[src/rtl/metav_fifo_pkg.sv]
// Shared FIFO helpers: pointer width, occupancy encodings and the
// level-derived state summary used by the FIFO stages.
package metav_fifo_pkg;

  typedef enum logic [1:0] {
    ST_EMPTY,
    ST_PARTIAL,
    ST_FULL
  } fifo_state_e;

  localparam int LVL_EMPTY = 0;

  function automatic int ptr_w(input int y);
    return y + 1;
  endfunction

  function automatic int LVL_FULL(input int y);
    return 1 << y;
  endfunction

endpackage

[src/rtl/ansi_in_fifo_if.sv]
// Producer/consumer bundle for the FIFO in front of the ansi stage.
interface ansi_in_fifo_if
  import metav_fifo_pkg::*;
#(
  parameter int X = 5,
  parameter int Y = X - 2
);

  logic                  flush;
  logic                  wr_valid;
  logic                  wr_ready;
  logic [X-1:0]          wr_data;
  logic                  rd_valid;
  logic                  rd_ready;
  logic [X-1:0]          d_in;
  logic [ptr_w(Y)-1:0]   level;

  modport master (
    output flush, wr_valid, wr_data, rd_ready,
    input  wr_ready, rd_valid, d_in, level
  );

  modport slave (
    input  flush, wr_valid, wr_data, rd_ready,
    output wr_ready, rd_valid, d_in, level
  );

endinterface

[src/rtl/ansi_in_fifo_mem.sv]
// D x X storage array: one synchronous write port, one combinational read
// port. Kept separate so it can later be swapped for an inferred RAM.
module ansi_in_fifo_mem #(
  parameter int X = 5,
  parameter int Y = X - 2
) (
  input  logic         clk,
  input  logic         we,
  input  logic [Y-1:0] waddr,
  input  logic [X-1:0] wdata,
  input  logic [Y-1:0] raddr,
  output logic [X-1:0] rdata
);

  logic [X-1:0] mem [2**Y];

  always_ff @(posedge clk) begin
    if (we) begin
      mem[waddr] <= wdata;
    end
  end

  assign rdata = mem[raddr];

endmodule

[src/rtl/ansi_in_fifo.sv]
// First-word-fall-through FIFO feeding ansi.d_in; pointers carry an extra
// wrap bit so full and empty are distinguished without a separate counter.
module ansi_in_fifo
  import metav_fifo_pkg::*;
#(
  parameter int X = 5,
  parameter int Y = X - 2
) (
  input  logic              clk,
  input  logic              rst,
  ansi_in_fifo_if.slave     bus
);

  localparam int            PW    = ptr_w(Y);
  localparam logic [PW-1:0] LVL_E = PW'(LVL_EMPTY);
  localparam logic [PW-1:0] LVL_F = PW'(LVL_FULL(Y));

  logic [PW-1:0] wr_ptr;
  logic [PW-1:0] rd_ptr;
  logic [PW-1:0] level;
  logic [X-1:0]  rdata;
  fifo_state_e   state;
  logic          can_wr;
  logic          can_rd;
  logic          push;
  logic          pop;
  logic          clear;

  assign level = wr_ptr - rd_ptr;

  always_comb begin
    state = ST_PARTIAL;
    if (level == LVL_E) begin
      state = ST_EMPTY;
    end else if (level == LVL_F) begin
      state = ST_FULL;
    end
  end

  // Handshake flags depend only on registered pointers, never on the
  // opposite side's request, so wr_ready stays independent of rd_ready.
  assign can_wr = (state != ST_FULL);
  assign can_rd = (state != ST_EMPTY);
  assign clear  = rst || bus.flush;
  assign push   = bus.wr_valid && can_wr && !clear;
  assign pop    = bus.rd_ready && can_rd && !clear;

  always_ff @(posedge clk) begin
    if (clear) begin
      wr_ptr <= '0;
      rd_ptr <= '0;
    end else begin
      if (push) begin
        wr_ptr <= wr_ptr + PW'(1);
      end
      if (pop) begin
        rd_ptr <= rd_ptr + PW'(1);
      end
    end
  end

  ansi_in_fifo_mem #(
    .X (X),
    .Y (Y)
  ) u_mem (
    .clk   (clk),
    .we    (push),
    .waddr (wr_ptr[Y-1:0]),
    .wdata (bus.wr_data),
    .raddr (rd_ptr[Y-1:0]),
    .rdata (rdata)
  );

  assign bus.wr_ready = can_wr;
  assign bus.rd_valid = can_rd;
  assign bus.d_in     = can_rd ? rdata : '0;
  assign bus.level    = level;

endmodule

[src/flat_wrapper.sv]
// flat-port wrapper written by rule: the top's interface ports become plain ports
module ansi_in_fifo_flat import metav_fifo_pkg::*;
#(
  parameter int X = 5,
  parameter int Y = X - 2
)
  (clk, rst, bus_flush, bus_wr_valid, bus_wr_data, bus_rd_ready, bus_wr_ready, bus_rd_valid, bus_d_in, bus_level);
  ansi_in_fifo_if #(.X(X), .Y(Y)) bus_i ();
  input  logic clk;
  input  logic rst;
  input wire logic [$bits(bus_i.flush)-1:0] bus_flush;
  input wire logic [$bits(bus_i.wr_valid)-1:0] bus_wr_valid;
  input wire logic [$bits(bus_i.wr_data)-1:0] bus_wr_data;
  input wire logic [$bits(bus_i.rd_ready)-1:0] bus_rd_ready;
  output wire logic [$bits(bus_i.wr_ready)-1:0] bus_wr_ready;
  output wire logic [$bits(bus_i.rd_valid)-1:0] bus_rd_valid;
  output wire logic [$bits(bus_i.d_in)-1:0] bus_d_in;
  output wire logic [$bits(bus_i.level)-1:0] bus_level;
  assign bus_i.flush = bus_flush;
  assign bus_i.wr_valid = bus_wr_valid;
  assign bus_i.wr_data = bus_wr_data;
  assign bus_i.rd_ready = bus_rd_ready;
  assign bus_wr_ready = bus_i.wr_ready;
  assign bus_rd_valid = bus_i.rd_valid;
  assign bus_d_in = bus_i.d_in;
  assign bus_level = bus_i.level;
  ansi_in_fifo #(.X(X), .Y(Y)) u_core (.clk(clk), .rst(rst), .bus(bus_i));
endmodule
[config.mk]
export PLATFORM = sky130hd
export DESIGN_NAME = ansi_in_fifo_flat
export DESIGN_NICKNAME = d
export VERILOG_FILES = /design/src/rtl/metav_fifo_pkg.sv /design/src/rtl/ansi_in_fifo_if.sv /design/src/rtl/ansi_in_fifo_mem.sv /design/src/rtl/ansi_in_fifo.sv /design/src/flat_wrapper.sv
export SDC_FILE = /design/constraint.sdc
export NUM_CORES = 1
export LEC_CHECK = 0
export CAP_MARGIN = 5
export CORE_MARGIN = 8
export CORE_UTILIZATION = 46
export DETAILED_ROUTE_END_ITERATION = 16
export PLACE_DENSITY = 0.69
export REMOVE_ABC_BUFFERS = 1
export SLEW_MARGIN = 20
export SYNTH_ARGS = -nofsm -noshare
export SYNTH_HDL_FRONTEND = slang
export SYNTH_SLANG_ARGS = --single-unit
[constraint.sdc]
create_clock -name clk -period 2.56 [get_ports clk]
set_input_delay 0.512 -clock clk [delete_from_list [all_inputs] [get_ports clk]]
set_output_delay 0.512 -clock clk [all_outputs]
set_load 0.005 [all_outputs]
Word-level counts from Yosys, hierarchy flattened
Memories as Yosys holds them, arrays and structs flattened. A register that Yosys moved wholly into a read port is not among the register bits.
Cells that the tools add are included.
{"block": "op_classes", "muxes": 7, "n_eq_ne": 2, "add_sub_neg": 3, "n_reduce_logical": 8}
{"cell": "$add 4x1->4 const B", "count": 2}
{"cell": "$mux 3", "count": 2}
{"cell": "$mux 5", "count": 1}
{"cell": "$eq 4x4->1 const B", "count": 1}
{"cell": "$logic_and 1x1->1", "count": 4}
{"cell": "$logic_not 4->1", "count": 1}
{"cell": "$mux 2", "count": 2}
{"cell": "$sub 4x4->4", "count": 1}
{"cell": "$mux 1", "count": 2}
{"cell": "$ne 2x2->1 const B", "count": 1}
{"cell": "$reduce_bool 2->1", "count": 1}
{"cell": "$logic_not 1->1", "count": 1}
{"cell": "$logic_or 1x1->1", "count": 1}
{"block": "totals", "in_bits": 10, "output_inout_bits": 11, "ramBits": 40, "mem_count": 1, "register_bits": 8, "elab_cells": 23}
{"memory": "u_core.u_mem.mem", "words": 8, "word_bits": 5, "rd": 1, "rd_ports_with_merged_regs": 1, "wr": 1, "line": "ansi_in_fifo_mem.sv:15", "rtl": "logic [X-1:0] mem [2**Y];"}

Logic depth before layout (Yosys ltp)
{"block": "logic_depth", "word_depth": 9, "depth_mapped": 10, "depth_no_buf": 9}

Cells and area by module
From an unflattened synthesis, not the netlist that was laid out.
{"block": "unflattened", "cells_unflattened": 145, "area_unflattened_um2": 2198.4}
{"mod": "ansi_in_fifo_mem", "area_each_um2": 1594.0, "n_inst": 1, "cells_each": 70, "seq_area_each_um2": 1201.2}
{"mod": "ansi_in_fifo", "area_each_um2": 604.3, "n_inst": 1, "cells_each": 75, "seq_area_each_um2": 160.2}

Least setup slack after synthesis
No wires, ideal clock.
{"block": "synth_path", "path_kind": "reg2reg", "start": "reg u_core.wr_ptr[0]", "end": "mem u_core.u_mem.mem[0][0] (enable)", "setup_slack_ns": -0.116, "t_arrival_ns": 2.295, "synth_period_minus_slack_ns": 2.676, "path_buffers": 1, "required_ns": 2.179, "stages_incl_launch_ff": 11, "setup_time_ns": 0.381, "path_cell_list": "dfxtp_1 > clkbuf_1 > inv_1 > ha_1 > inv_1 > fa_1 > xor2_1 > nor3_1 > o21ai_2 > nand2_2 > nor4_1"}
{"block": "synth_between", "elab_chain_cells": 9, "elab_cells_between_ends": 10, "cone_classes": "add/sub: 1; eq/ne: 2; mux: 4; reduce/logical: 3"}
{"element": "from (decl)", "line": "ansi_in_fifo.sv:18", "rtl": "logic [PW-1:0] wr_ptr;"}
{"element": "from (signal assigned)", "line": "ansi_in_fifo.sv:54", "rtl": "wr_ptr <= wr_ptr + PW'(1);"}
{"element": "$sub 4x4->4 *", "line": "ansi_in_fifo.sv:29", "rtl": "assign level = wr_ptr - rd_ptr;"}
{"element": "net bus_level[2]", "line": "flat_wrapper.sv:18", "rtl": "output wire logic [$bits(bus_i.level)-1:0] bus_level;"}
{"element": "$eq 4x4->1", "line": "ansi_in_fifo.sv:35", "rtl": "end else if (level == LVL_F) begin"}
{"element": "$mux 2", "line": "ansi_in_fifo.sv:35"}
{"element": "$mux 2 *", "line": "ansi_in_fifo.sv:33", "rtl": "if (level == LVL_E) begin"}
{"element": "$ne 2x2->1 *", "line": "ansi_in_fifo.sv:42", "rtl": "assign can_wr = (state != ST_FULL);"}
{"element": "net bus_wr_ready", "line": "flat_wrapper.sv:15", "rtl": "output wire logic [$bits(bus_i.wr_ready)-1:0] bus_wr_ready;"}
{"element": "$logic_and 1x1->1 * (2 in a row)", "line": "ansi_in_fifo.sv:45", "rtl": "assign push = bus.wr_valid && can_wr && !clear;"}
{"element": "$mux 1 *", "line": "ansi_in_fifo_mem.sv:18", "rtl": "if (we) begin"}
{"element": "$mux 1 (not written as such) *", "line": "ansi_in_fifo_mem.sv:19", "rtl": "mem[waddr] <= wdata;"}
{"element": "to (decl)", "line": "ansi_in_fifo_mem.sv:15"}
Mark *: on every way through the listed nets, which the timed path passes. The rest lies on a longest branch.

Worst setup path in the final report
{"block": "layout_path", "start": "reg u_core.wr_ptr[0]", "end": "out bus_d_in[4]"}
{"block": "layout_between", "elab_chain_cells": 6, "elab_cells_between_ends": 7, "cone_classes": "add/sub: 1; eq/ne: 1; mux: 3; reduce/logical: 2"}
{"element": "$sub 4x4->4 *", "line": "ansi_in_fifo.sv:29"}
{"element": "$eq 4x4->1", "line": "ansi_in_fifo.sv:35"}
{"element": "$mux 2", "line": "ansi_in_fifo.sv:35"}
{"element": "$mux 2 *", "line": "ansi_in_fifo.sv:33"}
{"element": "$reduce_bool 2->1 *", "line": "ansi_in_fifo.sv:43", "rtl": "assign can_rd = (state != ST_EMPTY);"}
{"element": "$mux 5 *", "line": "ansi_in_fifo.sv:76", "rtl": "assign bus.d_in = can_rd ? rdata : '0;"}
{"element": "to (decl)", "line": "flat_wrapper.sv:17", "rtl": "output wire logic [$bits(bus_i.d_in)-1:0] bus_d_in;"}
Every way passes the cells marked *; elsewhere a longest branch is shown, timed or not.

==> impl_metrics.csv <==
group,metric,value,unit
outcome,outcome,"finished with violations",
outcome,failed_checks,"negative setup slack",
detailed_routing,dr_total_vias,1420,
timing,final_hold_violation_count,0,
logic_synthesis,netlist-cell-type-count,33,
detailed_routing,wl_per_cell,18.3,µm
job,drv.max_cap_violation_count,0,
detailed_routing,postRouteAntennaNets,0,
critical_path,crit_type,"register to output port",
logic_synthesis,synth_fa_ha_area_share,3.68,%
floorplan,num_rows,25,
detailed_routing,drt_iter0_drc,136,
logic_synthesis,synth.area.top_cells,"sky130_fd_sc_hd__edfxtp_1 54%, sky130_fd_sc_hd__mux4_2 10%, sky130_fd_sc_hd__dfxtp_1 9.8%",
power,max-vdd-ir-drop,332,µV
critical_path,worst_path_most_repeated_cell,"sky130_fd_sc_hd__inv_2",
logic_synthesis,synth_async_sr_flop_share,0,%
critical_path,timing.reg2reg.setup_slack,40,ps
critical_path,crit-reg2reg-capture,"u_core.u_mem.mem[2][0]",
floorplan,core_area,4720,µm²
timing,fmaxAchievable,353,MHz
cts,cts_num_sinks,51,
logic_synthesis,seq_area_frac_synth,63.4,%
cts,tritoncts,"built",
timing,timing.final.ws_setup,-271,ps
layout,finalInstanceArea,2950,µm²
logic_synthesis,count_of_state_elements_after_synthesis,51,
placement,hpwl,3350,µm
global_routing,groute.usage.overall,13.8,%
critical_path,cp_data_required_time,2050,ps
timing,finClkSkew,6.53,ps
cts,clk_latency,300,ps
floorplan,initial_cell_density_of_the_core,47.5,%
floorplan,die-width,85.8,µm
critical_path,start_kind,"register",
timing,finalWorstPathRequiredPeriod,2830,ps
critical_path,timing.critical_path.slowest_stage_cell,"sky130_fd_sc_hd__or3_4",
critical_path,worstPathBufferInverterCount,5,
hold_path,min-delay-path-class,"register to register",
critical_path,category_of_the_worst_setup_path_capture_point,"output port",
logic_synthesis,synth_top_family_by_area,"multiplexers",
timing,fin_crit_sh,111,%
cts,cts.root.buffer_cell,"sky130_fd_sc_hd__clkbuf_8",
logic_synthesis,yosys.area_share.simple,10.7,%
logic_synthesis,synth_enable_flop_cells,40,
logic_synthesis,ys_warn_count,0,
layout,proportion_of_layout_cells_with_a_drive_suffix_above_1,42.6,%
critical_path,critical-path-top-delay-family,"simple AND/OR/NAND/NOR gates",
cts,path_clk_slew,90,ps
timing,grt_setup_unrepaired,"true",
timing,worst_slew_pin_slew,527,ps
detailed_routing,detail_route.vias_per_cell,5.24,
global_routing,first_global_vias,1522,
logic_synthesis,synth.largest_area_cell,"sky130_fd_sc_hd__edfxtp_1",
logic_synthesis,yosys.area.top_type_share,53.6,%
logic_synthesis,synthMostInstantiatedCell,"sky130_fd_sc_hd__edfxtp_1",
floorplan,die_area,7360,µm²
detailed_routing,drc,0,
logic_synthesis,post_synth_instance_area,2240,µm²
layout,antenna_cells,0,
critical_path,reg2reg_depth,11,
logic_synthesis,synth_xor_xnor_area_share,2.29,%
timing,final-setup-viol-count,6,
floorplan,fp.dieH,85.8,µm
logic_synthesis,synth_cells,147,
layout,flow.area_growth_from_synthesis,31.4,%
critical_path,critPathMaxStageDelay,350,ps
detailed_routing,detail_route.wirelength,4950,µm
global_routing,grt_max_degree,16,
logic_synthesis,ys.flop_type,"sky130_fd_sc_hd__edfxtp_1",
logic_synthesis,multiplexer_share_of_the_synthesized_area,14.1,%
detailed_routing,detailedRoute.firstPassIterationCount,4,
cts,numCtsBuffers,5,
placement,port_buffers,20,
global_routing,antenna_violations_before_repair,0,
power,power.static_leakage,0.00105,µW
critical_path,cp_max_fo,7,
hold_path,worst_hold_path.num_cells,3,
critical_path,timing.critical_path.cells,"inv_2 > ha_4 > inv_2 > fa_2 > xor2_1 > or3_4 > nor3_4 > buf_12 > buf_4 > nor2_1 > buf_2",
critical_path,rr_startpoint,"u_core.rd_ptr[1]",
power,power_per_cell_area,553,nW/µm²
placement,gpl.final_weighted_congestion,0.890,
placement,dpl-instance-area,2720,µm²
hold_path,hold_path_startpoint,"u_core.wr_ptr[0]",
critical_path,worst-endpoint-arrival,2320,ps
global_routing,gr-total-overflow,0,
layout,layout.nets,219,
cts,cts_buffer_depth,2,
timing,maxSlewHeadroom,64.8,%
global_routing,grt_first_pass_wirelength,7600,µm
floorplan,ioPinCount,21,
cts,cts-htree-levels,2,
logic_synthesis,synth_area_in_compound_gates,3.96,%
logic_synthesis,netlist_top_cells_count,"40 x sky130_fd_sc_hd__edfxtp_1, 13 x sky130_fd_sc_hd__nor2_1, 11 x sky130_fd_sc_hd__dfxtp_1",
hold_path,whs_endpoint,"u_core.wr_ptr[0]",
placement,placement_stage_worst_setup_slack,-267,ps
logic_synthesis,postSynthAreaPerCell,15.3,µm²
timing,timing.final.max_slew_violations,0,
-- per-layer routing --
| metal | track usage [%] | wire [µm] |
|---|---|---|
| met4 | 5.41 | 52 |
| met3 | 4.58 | 255 |
| met1 | 15.9 | 2060 |
| met2 | 23.1 | 2580 |
| met5 | 0 | 0 |
-- placed cells by master, fill, tap and decap left out, types with 3 or more instances in the layout --
| cell | synthesis | layout |
|---|---|---|
| sky130_fd_sc_hd__edfxtp_1 | 40 | 40 |
| sky130_fd_sc_hd__buf_4 | 0 | 28 |
| sky130_fd_sc_hd__mux4_2 | 10 | 10 |
| sky130_fd_sc_hd__nor2_1 | 13 | 10 |
| sky130_fd_sc_hd__clkdlybuf4s50_1 | 0 | 10 |
| sky130_fd_sc_hd__mux2i_1 | 9 | 9 |
| sky130_fd_sc_hd__dfxtp_1 | 11 | 8 |
| sky130_fd_sc_hd__nand2_1 | 7 | 7 |
| sky130_fd_sc_hd__buf_2 | 1 | 6 |
| sky130_fd_sc_hd__clkbuf_8 | 0 | 5 |
| sky130_fd_sc_hd__inv_1 | 6 | 4 |
| sky130_fd_sc_hd__a21oi_1 | 4 | 4 |
| sky130_fd_sc_hd__buf_6 | 0 | 4 |
| sky130_fd_sc_hd__nor2_2 | 0 | 3 |
| sky130_fd_sc_hd__nor3_2 | 0 | 3 |
| sky130_fd_sc_hd__nor4_2 | 0 | 3 |
| sky130_fd_sc_hd__or3_1 | 3 | 3 |
| sky130_fd_sc_hd__nor3_1 | 7 | 3 |
| sky130_fd_sc_hd__ha_1 | 5 | 3 |
| sky130_fd_sc_hd__dfxtp_2 | 0 | 3 |
-- kinds of logic (layout without fill, tap and decap cells) --
| logic type | after synthesis | after routing |
|---|---|---|
| DFF | 51 | 51 |
| and+or+nand+nor | 45 | 45 |
| muxes | 19 | 19 |
| buffers and inverters | 11 | 68 |
| AOI/OAI and AO/OA | 10 | 10 |
| adders and majority gates | 6 | 6 |
| xor gates and xnor gates | 5 | 5 |
-- power breakdown --
group / internal, µW / switching, µW / leakage [µW]
combinational: 152 / 119 / 0.000559
sequential: 898 / 4.06 / 0.000451
clock: 192 / 263 / 0.0000428
total: 1240 / 386 / 0.00105
-- worst max-delay path by stage --
stage	from	to	slack [ps]	depth (start not counted)
after global placement	u_core.wr_ptr[0]	bus_d_in[2]	-190	9
after detailed placement	u_core.wr_ptr[0]	bus_d_in[0]	-270	9
after floorplan	u_core.wr_ptr[0]	u_core.u_mem.mem[0][0]	-20	9
final	u_core.wr_ptr[0]	bus_d_in[4]	-270	11
after CTS	u_core.wr_ptr[0]	bus_d_in[0]	-310	10
after global routing	u_core.wr_ptr[0]	bus_d_in[4]	-360	11
-- repair_timing --
item                                    in CTS  in global routing
hold buffers                                 0                  0
endpoints found under the setup margin      24                 39
hold endpoints to repair                     0                  0
pin swaps                                   10                  2
buffers inserted                             8                  1
resized for setup                           46                 11
-- sequential cells by signal (all words and copies together) (netlist names), named ones only --
name and cells:
u_core.rd_ptr 4, u_core.u_mem.mem 40, u_core.wr_ptr 4
-- tightest hold or removal path: cells and delay by family (launching register included) --
family                 cells  cell delay, ps
flip-flops                 1             350
AND/OR/NAND/NOR            1              60
multiplexers               1              60
buffers and inverters      1              50
-- area by class of cell --
class,count,area (µm²)
clock buffers,6,72.6
clock inverters,2,12.5
fillers,362,1780
inverters,6,22.5
multi-input cells,85,868
flip-flops and latches,51,1430
well taps,67,83.8
repair buffers,54,462
-- metrics by stage --
stage	hold WS, ps	setup TNS (ps)	utilization [%]	instances	total power, µW
3_5_place_dp	563	-1850	57.6	254	1160
6_report	560	-1410	62.4	271	1630
3_3_place_gp	528	-1100	57.6	254	1150
5_1_grt	609	-3190	62.4	271	1690
2_1_floorplan	507	-320	-	142	1020
4_1_cts	554	-1660	61.3	270	1630
(Power assumes the default switching activity.)
